`src/rtl/threedo_pkg.sv`:
```
// Shared definitions for the 3DO controller chain emulator: FSM states,
// chain length helper and the terminator level driven after the last pad.
package threedo_pkg;

   typedef enum logic [1:0] {
      ST_IDLE  = 2'd0,
      ST_LATCH = 2'd1,
      ST_SHIFT = 2'd2,
      ST_TAIL  = 2'd3
   } state_t;

   localparam logic TERM_LEVEL = 1'b0;

   function automatic int TOTAL_BITS(input int pads, input int bits);
      return pads * bits;
   endfunction

endpackage

```
`src/rtl/pin_sync.sv`:
```
// Multi-stage synchroniser for one asynchronous console pin, with edge
// detection taken from the last two synchronised samples.
module pin_sync #(
   parameter int SYNC_STAGES = 2
) (
   input  logic i_clk,
   input  logic i_rst,
   input  logic i_pin,
   output logic o_level,
   output logic o_rise,
   output logic o_fall
);

   logic [SYNC_STAGES-1:0] r_sync;
   logic                   r_last;

   always_ff @(posedge i_clk) begin
      if (i_rst) begin
         r_sync <= '0;
         r_last <= 1'b0;
      end else begin
         r_sync <= {r_sync[SYNC_STAGES-2:0], i_pin};
         r_last <= r_sync[SYNC_STAGES-1];
      end
   end

   assign o_level = r_sync[SYNC_STAGES-1];
   assign o_rise  = r_sync[SYNC_STAGES-1] & ~r_last;
   assign o_fall  = ~r_sync[SYNC_STAGES-1] & r_last;

endmodule

```
`src/rtl/threedo_chain_out.sv`:
```
// Emulates a daisy chain of PADS 3DO controllers: latches all button words on
// PS, shifts them out active-low MSB first, then passes through or terminates.
module threedo_chain_out
   import threedo_pkg::*;
#(
   parameter int BITS        = 16,
   parameter int PADS        = 2,
   parameter int SYNC_STAGES = 2,
   parameter int PASSTHRU    = 1
) (
   input  logic                                system_clock,
   input  logic                                system_reset,
   input  logic                                ps,
   input  logic                                clk,
   input  logic                                dat_in,
   input  logic [PADS*BITS-1:0]                i,
   output logic                                dat,
   output logic                                busy,
   output logic                                frame_done,
   output logic [$clog2(PADS*BITS+1)-1:0]      bit_index
);

   localparam int TOTAL = TOTAL_BITS(PADS, BITS);
   localparam int IW    = $clog2(TOTAL + 1);
   localparam logic [IW-1:0] LAST_IDX = IW'(TOTAL - 1);

   logic w_ps, w_ps_rise, w_ps_fall;
   logic w_clk, w_clk_rise, w_clk_fall;
   logic w_din, w_din_rise, w_din_fall;
   logic w_unused;

   pin_sync #(.SYNC_STAGES(SYNC_STAGES)) u_ps_sync (
      .i_clk(system_clock), .i_rst(system_reset), .i_pin(ps),
      .o_level(w_ps), .o_rise(w_ps_rise), .o_fall(w_ps_fall)
   );

   pin_sync #(.SYNC_STAGES(SYNC_STAGES)) u_clk_sync (
      .i_clk(system_clock), .i_rst(system_reset), .i_pin(clk),
      .o_level(w_clk), .o_rise(w_clk_rise), .o_fall(w_clk_fall)
   );

   pin_sync #(.SYNC_STAGES(SYNC_STAGES)) u_din_sync (
      .i_clk(system_clock), .i_rst(system_reset), .i_pin(dat_in),
      .o_level(w_din), .o_rise(w_din_rise), .o_fall(w_din_fall)
   );

   assign w_unused = ^{w_ps_rise, w_ps_fall, w_clk, w_clk_fall, w_din_rise, w_din_fall};

   state_t            r_state;
   logic [TOTAL-1:0]  r_sreg;
   logic [IW-1:0]     r_idx;
   logic              r_dat, r_busy, r_fd;
   logic [TOTAL-1:0]  w_shifted;
   logic              w_tail_dat;

   assign w_shifted  = r_sreg << 1;
   assign w_tail_dat = (PASSTHRU != 0) ? w_din : TERM_LEVEL;

   always_ff @(posedge system_clock) begin
      if (system_reset) begin
         r_state <= ST_IDLE;
         r_sreg  <= '0;
         r_idx   <= '0;
         r_dat   <= 1'b1;
         r_busy  <= 1'b0;
         r_fd    <= 1'b0;
      end else begin
         r_fd <= 1'b0;
         case (r_state)
            ST_IDLE: begin
               if (w_ps) begin
                  r_state <= ST_LATCH;
                  r_sreg  <= i;
               end
            end
            // A clk edge coincident with the ps fall is dropped here on purpose.
            ST_LATCH: begin
               if (w_ps) begin
                  r_sreg <= i;
               end else begin
                  r_state <= ST_SHIFT;
                  r_busy  <= 1'b1;
                  r_dat   <= ~r_sreg[TOTAL-1];
               end
            end
            ST_SHIFT: begin
               if (w_ps) begin
                  r_state <= ST_LATCH;
                  r_sreg  <= i;
                  r_idx   <= '0;
                  r_busy  <= 1'b0;
                  r_dat   <= 1'b1;
               end else if (w_clk_rise) begin
                  r_sreg <= w_shifted;
                  r_idx  <= r_idx + IW'(1);
                  if (r_idx == LAST_IDX) begin
                     r_state <= ST_TAIL;
                     r_fd    <= 1'b1;
                     r_busy  <= 1'b0;
                     r_dat   <= w_tail_dat;
                  end else begin
                     r_dat <= ~w_shifted[TOTAL-1];
                  end
               end
            end
            ST_TAIL: begin
               if (w_ps) begin
                  r_state <= ST_LATCH;
                  r_sreg  <= i;
                  r_idx   <= '0;
                  r_dat   <= 1'b1;
               end else begin
                  r_dat <= w_tail_dat;
               end
            end
            default: r_state <= ST_IDLE;
         endcase
      end
   end

   assign dat        = r_dat;
   assign busy       = r_busy;
   assign frame_done = r_fd;
   assign bit_index  = r_idx;

endmodule

```
`config.mk`:
```
export PLATFORM = sky130hd
export DESIGN_NAME = threedo_chain_out
export DESIGN_NICKNAME = d
export VERILOG_FILES = /design/src/rtl/threedo_pkg.sv /design/src/rtl/pin_sync.sv /design/src/rtl/threedo_chain_out.sv
export SDC_FILE = /design/constraint.sdc
export NUM_CORES = 1
export LEC_CHECK = 0
export CAP_MARGIN = 25
export CORE_AREA = 2 2 86 88
export DETAILED_ROUTE_END_ITERATION = 6
export DIE_AREA = 0 0 88 90
export MAX_ROUTING_LAYER = met4
export PLACE_DENSITY = 0.65
export SYNTH_ARGS = -nofsm -noshare
export SYNTH_HDL_FRONTEND = slang
export SYNTH_SLANG_ARGS = --single-unit
```
`constraint.sdc`:
```
create_clock -name system_clock -period 3.2 [get_ports system_clock]
set_input_delay 0.64 -clock system_clock [delete_from_list [all_inputs] [get_ports system_clock]]
set_output_delay 0.64 -clock system_clock [all_outputs]
set_load 0.01 [all_outputs]
```
Word level (Yosys, flattened, before mapping) --
Index checks and enable logic that the tools add are counted.
Word-level totals: output and inout port bits 9, input port bits 37, register bits 50
Operators by class: eq/ne operators 10, bitwise gates (word level) 6, add/sub/neg operators 1, reductions and logical operators 12, multiplexer cells 26
Operators by type and width (count):
- 32-bit 2-to-1 mux | 3
- 32-bit case mux with 2 select lines | 1
- 6-bit 2-to-1 mux | 3
- 6-bit case mux with 2 select lines | 1
- 1-bit 2-to-1 mux | 10
- 2-bit 2-to-1 mux | 5
- 4-bit AND reduction | 2
- 6-bit by 1-bit adder with 6-bit output, second input constant | 1
- 6-bit by 5-bit equality test with 1-bit output, second input constant | 1
- 2-bit by 1-bit inequality test with 1-bit output, second input constant | 3
- 2-bit case mux with 3 select lines | 1
- 3-bit AND reduction | 2
- 1-bit inverter | 5
- 2-bit equality test, second input constant | 2
- 2-bit nonzero test | 2
- 4-bit OR reduction | 1
- 3-bit by 1-bit inequality test with 1-bit output, second input constant | 1
- 3-bit by 2-bit inequality test with 1-bit output, second input constant | 1
- 1-bit case mux with 3 select lines | 1
- 3-bit nonzero test | 1
- 3-bit OR reduction | 1
- 2-bit by 1-bit equality test with 1-bit output, second input constant | 1
- 2-bit zero test | 1
- 2-bit inequality test, second input constant | 1
- other kinds (4) | 4

Longest topological paths before layout --
depth after elaboration 5, mapped depth 8, depth with buffers taken out 6

By module --
From an unflattened synthesis, not the netlist that was laid out.
Second synthesis, totals: cell total of the unflattened synthesis 248, area total of the unflattened synthesis 2396.0 um^2
Modules (own cells, without submodules):
- threedo_chain_out | cells each 224, area each 2122.0 um^2, times used 1
- pin_sync | cells each 8, area each 91.3 um^2, times used 3

Least setup slack after synthesis --
Ideal clock, no wire load.
path type register to register, from reg r_state[0], to reg r_idx[1], in the netlist bit_index[1], slack 1.550 ns, path buffers 1, library setup time 0.070 ns, arrival time 1.580 ns, cell stages (with the launch flop) 7, data required time 3.130 ns, cells stage by stage dfxtp_1 -> ha_1 -> buf_6 -> nor3b_4 -> o21ai_2 -> or4b_1 -> a21oi_1
Between the ends: word-level cells in the longest chain between the ends 3, elaborated cells on any way between the ends 7, classes of those cells 4 x eq/ne; 1 x mux; 2 x reduce/logical
Ends and longest elaborated chain:
- from (decl) | line threedo_chain_out.sv:49 | state_t r_state;
- from (signal assigned) | line threedo_chain_out.sv:61 | r_state <= ST_IDLE;
- from (signal assigned) | line threedo_chain_out.sv:72 | r_state <= ST_LATCH;
- from (signal assigned) | line threedo_chain_out.sv:81 | r_state <= ST_SHIFT;
- 2-bit equality test | line threedo_chain_out.sv:69 | case (r_state)
- 3-bit by 1-bit inequality test with 1-bit output (no line) (tied with other cells)
- 3-bit AND reduction (no line)
- to (signal assigned) | line threedo_chain_out.sv:95 | r_idx <= r_idx + IW'(1);
- to (decl) | line threedo_chain_out.sv:51 | logic [IW-1:0] r_idx;
Parallel ways exist; a longest one is shown, timed or not. A chain may end at the register's enable or synchronous reset.

Worst setup path in the final report --
from reg r_state[0], to reg r_sreg[20]
Between the ends: word-level cells in the longest chain between the ends 4, elaborated cells on any way between the ends 9, classes of those cells 5 x eq/ne; 1 x mux; 3 x reduce/logical
Ends and longest elaborated chain:
- 2-bit equality test (tied with other cells) | line threedo_chain_out.sv:69
- 3-bit OR reduction (no line)
- 2-bit by 1-bit inequality test with 1-bit output (no line)
- 2-bit AND reduction (no line)
- to (signal assigned) | line threedo_chain_out.sv:73 | r_sreg <= i;
- to (signal assigned) | line threedo_chain_out.sv:79 | r_sreg <= i;
- to (signal assigned) | line threedo_chain_out.sv:89 | r_sreg <= i;
- to (decl) | line threedo_chain_out.sv:50 | logic [TOTAL-1:0] r_sreg;
Parallel ways exist; a longest one is shown, timed or not.

==> flow_metrics.env <==
export IMPL_peakVddDrop_mv=0.326
export IMPL_hold_depth=1
export IMPL_syn_instance_count=244
export IMPL_hold_viol=0
export IMPL_clkTransAtPathRegs_ns=0.09
export IMPL_grt_pass1_wl_um=7580
export IMPL_grt_setup_unrepaired="no"
export IMPL_met3_usage_pct=3.31
export IMPL_htreeDepth=2
export IMPL_port_buffers=45
export IMPL_ys_warn_count=0
export IMPL_final_util_pct=41.4
export IMPL_min_from="u_ps_sync.r_sync[0]"
export IMPL_drive_gt1_share_pct=6.03
export IMPL_min_path_type="reg -> reg"
export IMPL_grtUsageMet2_pct=17.2
export IMPL_drt_total_wl_um=4590
export IMPL_startpoint_type="flop"
export IMPL_fillers=728
export IMPL_p_leak_nw=1.19
export IMPL_dpl_hpwl_um=3220
export IMPL_initial_core_util_pct=32.7
export IMPL_grt_max_degree=63
export IMPL_drc=0
export IMPL_min_period_ns=2.15
export IMPL_fp_dieH_um=90
export IMPL_synthArstFlopShare_pct=0
export IMPL_viasPerCell=4.73
export IMPL_n_antenna_cell=0
export IMPL_cap_viol_max_count=0
export IMPL_yosysTopAreaCell="dfxtp_1"
export IMPL_die_width_um=88
export IMPL_holdPathEnd="u_ps_sync.r_sync[1]"
export IMPL_rows=31
export IMPL_synthFlopType="dfxtp_1"
export IMPL_synth_fp_nets=286
export IMPL_cts_tree="yes"
export IMPL_clk_latency_ns=0.29
export IMPL_dr_pass1_iters=4
export IMPL_synth_cell_types=38
export IMPL_synth_most_common_cell="dfxtp_1"
export IMPL_drtIter0Drc=120
export IMPL_grt_ovfl_total=0
export IMPL_rrSetupSlack_ns=1.05
export IMPL_fmax_ghz=0.466
export IMPL_ant_nets=0
export IMPL_ys_ff_latch=50
export IMPL_antenna_found_initial=0
export IMPL_synth_edf_count=0
export IMPL_postCtsSetupBuffers=0
export IMPL_drv_slew=0
export IMPL_r2r_start="r_state[0]"
export IMPL_die_area_um2=7920
export IMPL_worst_pin_slew_ns=0.620
export IMPL_wire_per_inst_um=12.1
export IMPL_grt_pass1_vias=1645
export IMPL_cts_buffers_inserted=5
export IMPL_status="finished, final reports clean"
export IMPL_io_pins=46
export IMPL_slew_headroom_pct=58.7
export IMPL_seqCellArea_um2=1000
export IMPL_crit_type="reg -> reg"
export IMPL_multi_input_area_um2=1170
export IMPL_skew_ns=0.00703
export IMPL_reg2regPathDepth=6
export IMPL_setup_viol=0
export IMPL_grt_busiest_layer="met2"
export IMPL_dp_cells=372
export IMPL_cts_resized=0
export IMPL_finish_net_count=323
export IMPL_postSynthAreaPerCell_um2=9.41
export IMPL_p_per_area_nw_per_um2=568
export IMPL_crit_required_ns=3.41
export IMPL_gr_usage_met1_pct=16.9
export IMPL_core_um2=7020
export IMPL_netlist_area_leader_share_pct=43.6
export IMPL_postCtsHoldBufs=0
export IMPL_critPathMaxFanout=21
export IMPL_gp_congestion=0.753
export IMPL_synth_common_cells="dfxtp_1 (50), nor2_1 (36), mux2i_1 (32), a211oi_1 (31), nor2b_1 (9)"
export IMPL_cp_data_arrival_time_ns=2.35
export IMPL_area_growth_syn_to_layout_pct=26.5
export IMPL_vias=1801
export IMPL_stdcell_count=381
export IMPL_finalCritPeriodShare_pct=67.1
export IMPL_fin_setup_tns_ns=0
export IMPL_r2r_end="r_sreg[20]"
export IMPL_end_kind="flop"
export IMPL_ys_seq_area_share_pct=43.6
export IMPL_synthTopCellsByArea="dfxtp_1 (44%), mux2i_1 (14%), a211oi_1 (10%)"
export IMPL_cts_sinks=50
export IMPL_synth_cell_area_um2=2300
export IMPL_gr_usage_all_layers_pct=12.0
export IMPL_cts_max_path_buffers=2
export IMPL_cts_root_buf="clkbuf_8"
[cell usage in the layout (no fill, tap or decap), types with 2 or more instances in the layout]
| cell type | Yosys | final |
|---|---|---|
| mux2i_1 | 32 | 32 |
| buf_4 | 5 | 3 |
| a22oi_1 | 2 | 2 |
| nand3_1 | 4 | 4 |
| nor3_1 | 3 | 3 |
| a211oi_1 | 31 | 31 |
| inv_1 | 6 | 6 |
| clkdlybuf4s50_1 | 0 | 45 |
| and3_1 | 2 | 2 |
| nand2_1 | 7 | 7 |
| or3_1 | 2 | 2 |
| clkbuf_8 | 0 | 6 |
| nor2_1 | 36 | 36 |
| ha_1 | 5 | 5 |
| o21ai_0 | 8 | 8 |
| a21oi_1 | 7 | 7 |
| o211ai_1 | 2 | 2 |
| nor2b_1 | 9 | 9 |
| dfxtp_1 | 50 | 50 |
| xor2_1 | 2 | 2 |
[registers in the layout, summed over array words and instances (netlist names)]
name               count
bit_index              6
busy                   1
dat                    1
frame_done             1
r_sreg                32
r_state                2
u_clk_sync.r_last      1
u_clk_sync.r_sync      2
u_din_sync.r_sync      2
u_ps_sync.r_sync       2
[layout make-up]
type	instances	area share, %
clock buffers	6	2.84
clock inverters	2	0.560
repair buffers	49	17.0
well taps	99	4.26
inverters	6	0.775
multi-input cells	169	40.1
flip-flops and latches	50	34.5
[worst max-delay path, stage by stage, from the launching register on]
cell,delay [ns]
dfxtp_1,0.39
inv_1,0.07
ha_1,0.33
nand2b_2,0.51
buf_4,0.37
mux2i_1,0.11
a211oi_1,0.26
[layer usage]
layer / share of wire (%) / vias up / wire length [µm]
li1: - / 941 / -
met1: 50 / 814 / 2280
met2: 45 / 41 / 2050
met3: 5.0 / 5 / 228
met4: 0.72 / 0 / 33
met5: 0 / - / 0
[worst max path at each step]
stage                     depth (start not counted)            to  slack [ns]       start
after floorplan                                   6  bit_index[1]        1.55  r_state[0]
after global placement                            6    r_sreg[20]        1.10  r_state[0]
after detailed placement                          6    r_sreg[20]        1.02  r_state[0]
after CTS                                         6    r_sreg[20]         1.0  r_state[0]
after global routing                              6    r_sreg[20]        0.84  r_state[0]
final                                             6    r_sreg[20]        1.05  r_state[0]
[logic make-up after synthesis]
kind of cell | synth area share, %
xor+xnor | 0.763
mux | 13.9
fa+ha+maj | 2.72
buf+inv | 5.83
simple gates | 15.5
compound gates | 17.6
flops | 43.6
[stage by stage]
stage / instance area [µm²] / worst slack [ns] / power [mW] / hold WS [ns]
floorplan: 2300 / 1.55 / 1.16 / 0.414
global placement: 2790 / 1.10 / 1.26 / 0.433
detailed placement: 2790 / 1.02 / 1.27 / 0.423
CTS: 2890 / 0.999 / 1.67 / 0.447
global route: 2910 / 0.843 / 1.76 / 0.462
finish: 2910 / 1.05 / 1.65 / 0.442
[report_power, final]
| group | switching [mW] | internal (mW) |
|---|---|---|
| clock | 0.210 | 0.178 |
| combinational | 0.278 | 0.261 |
| sequential | 0.0411 | 0.683 |
| total | 0.528 | 1.12 |
Note: power is estimated with default switching activity, not from simulation.
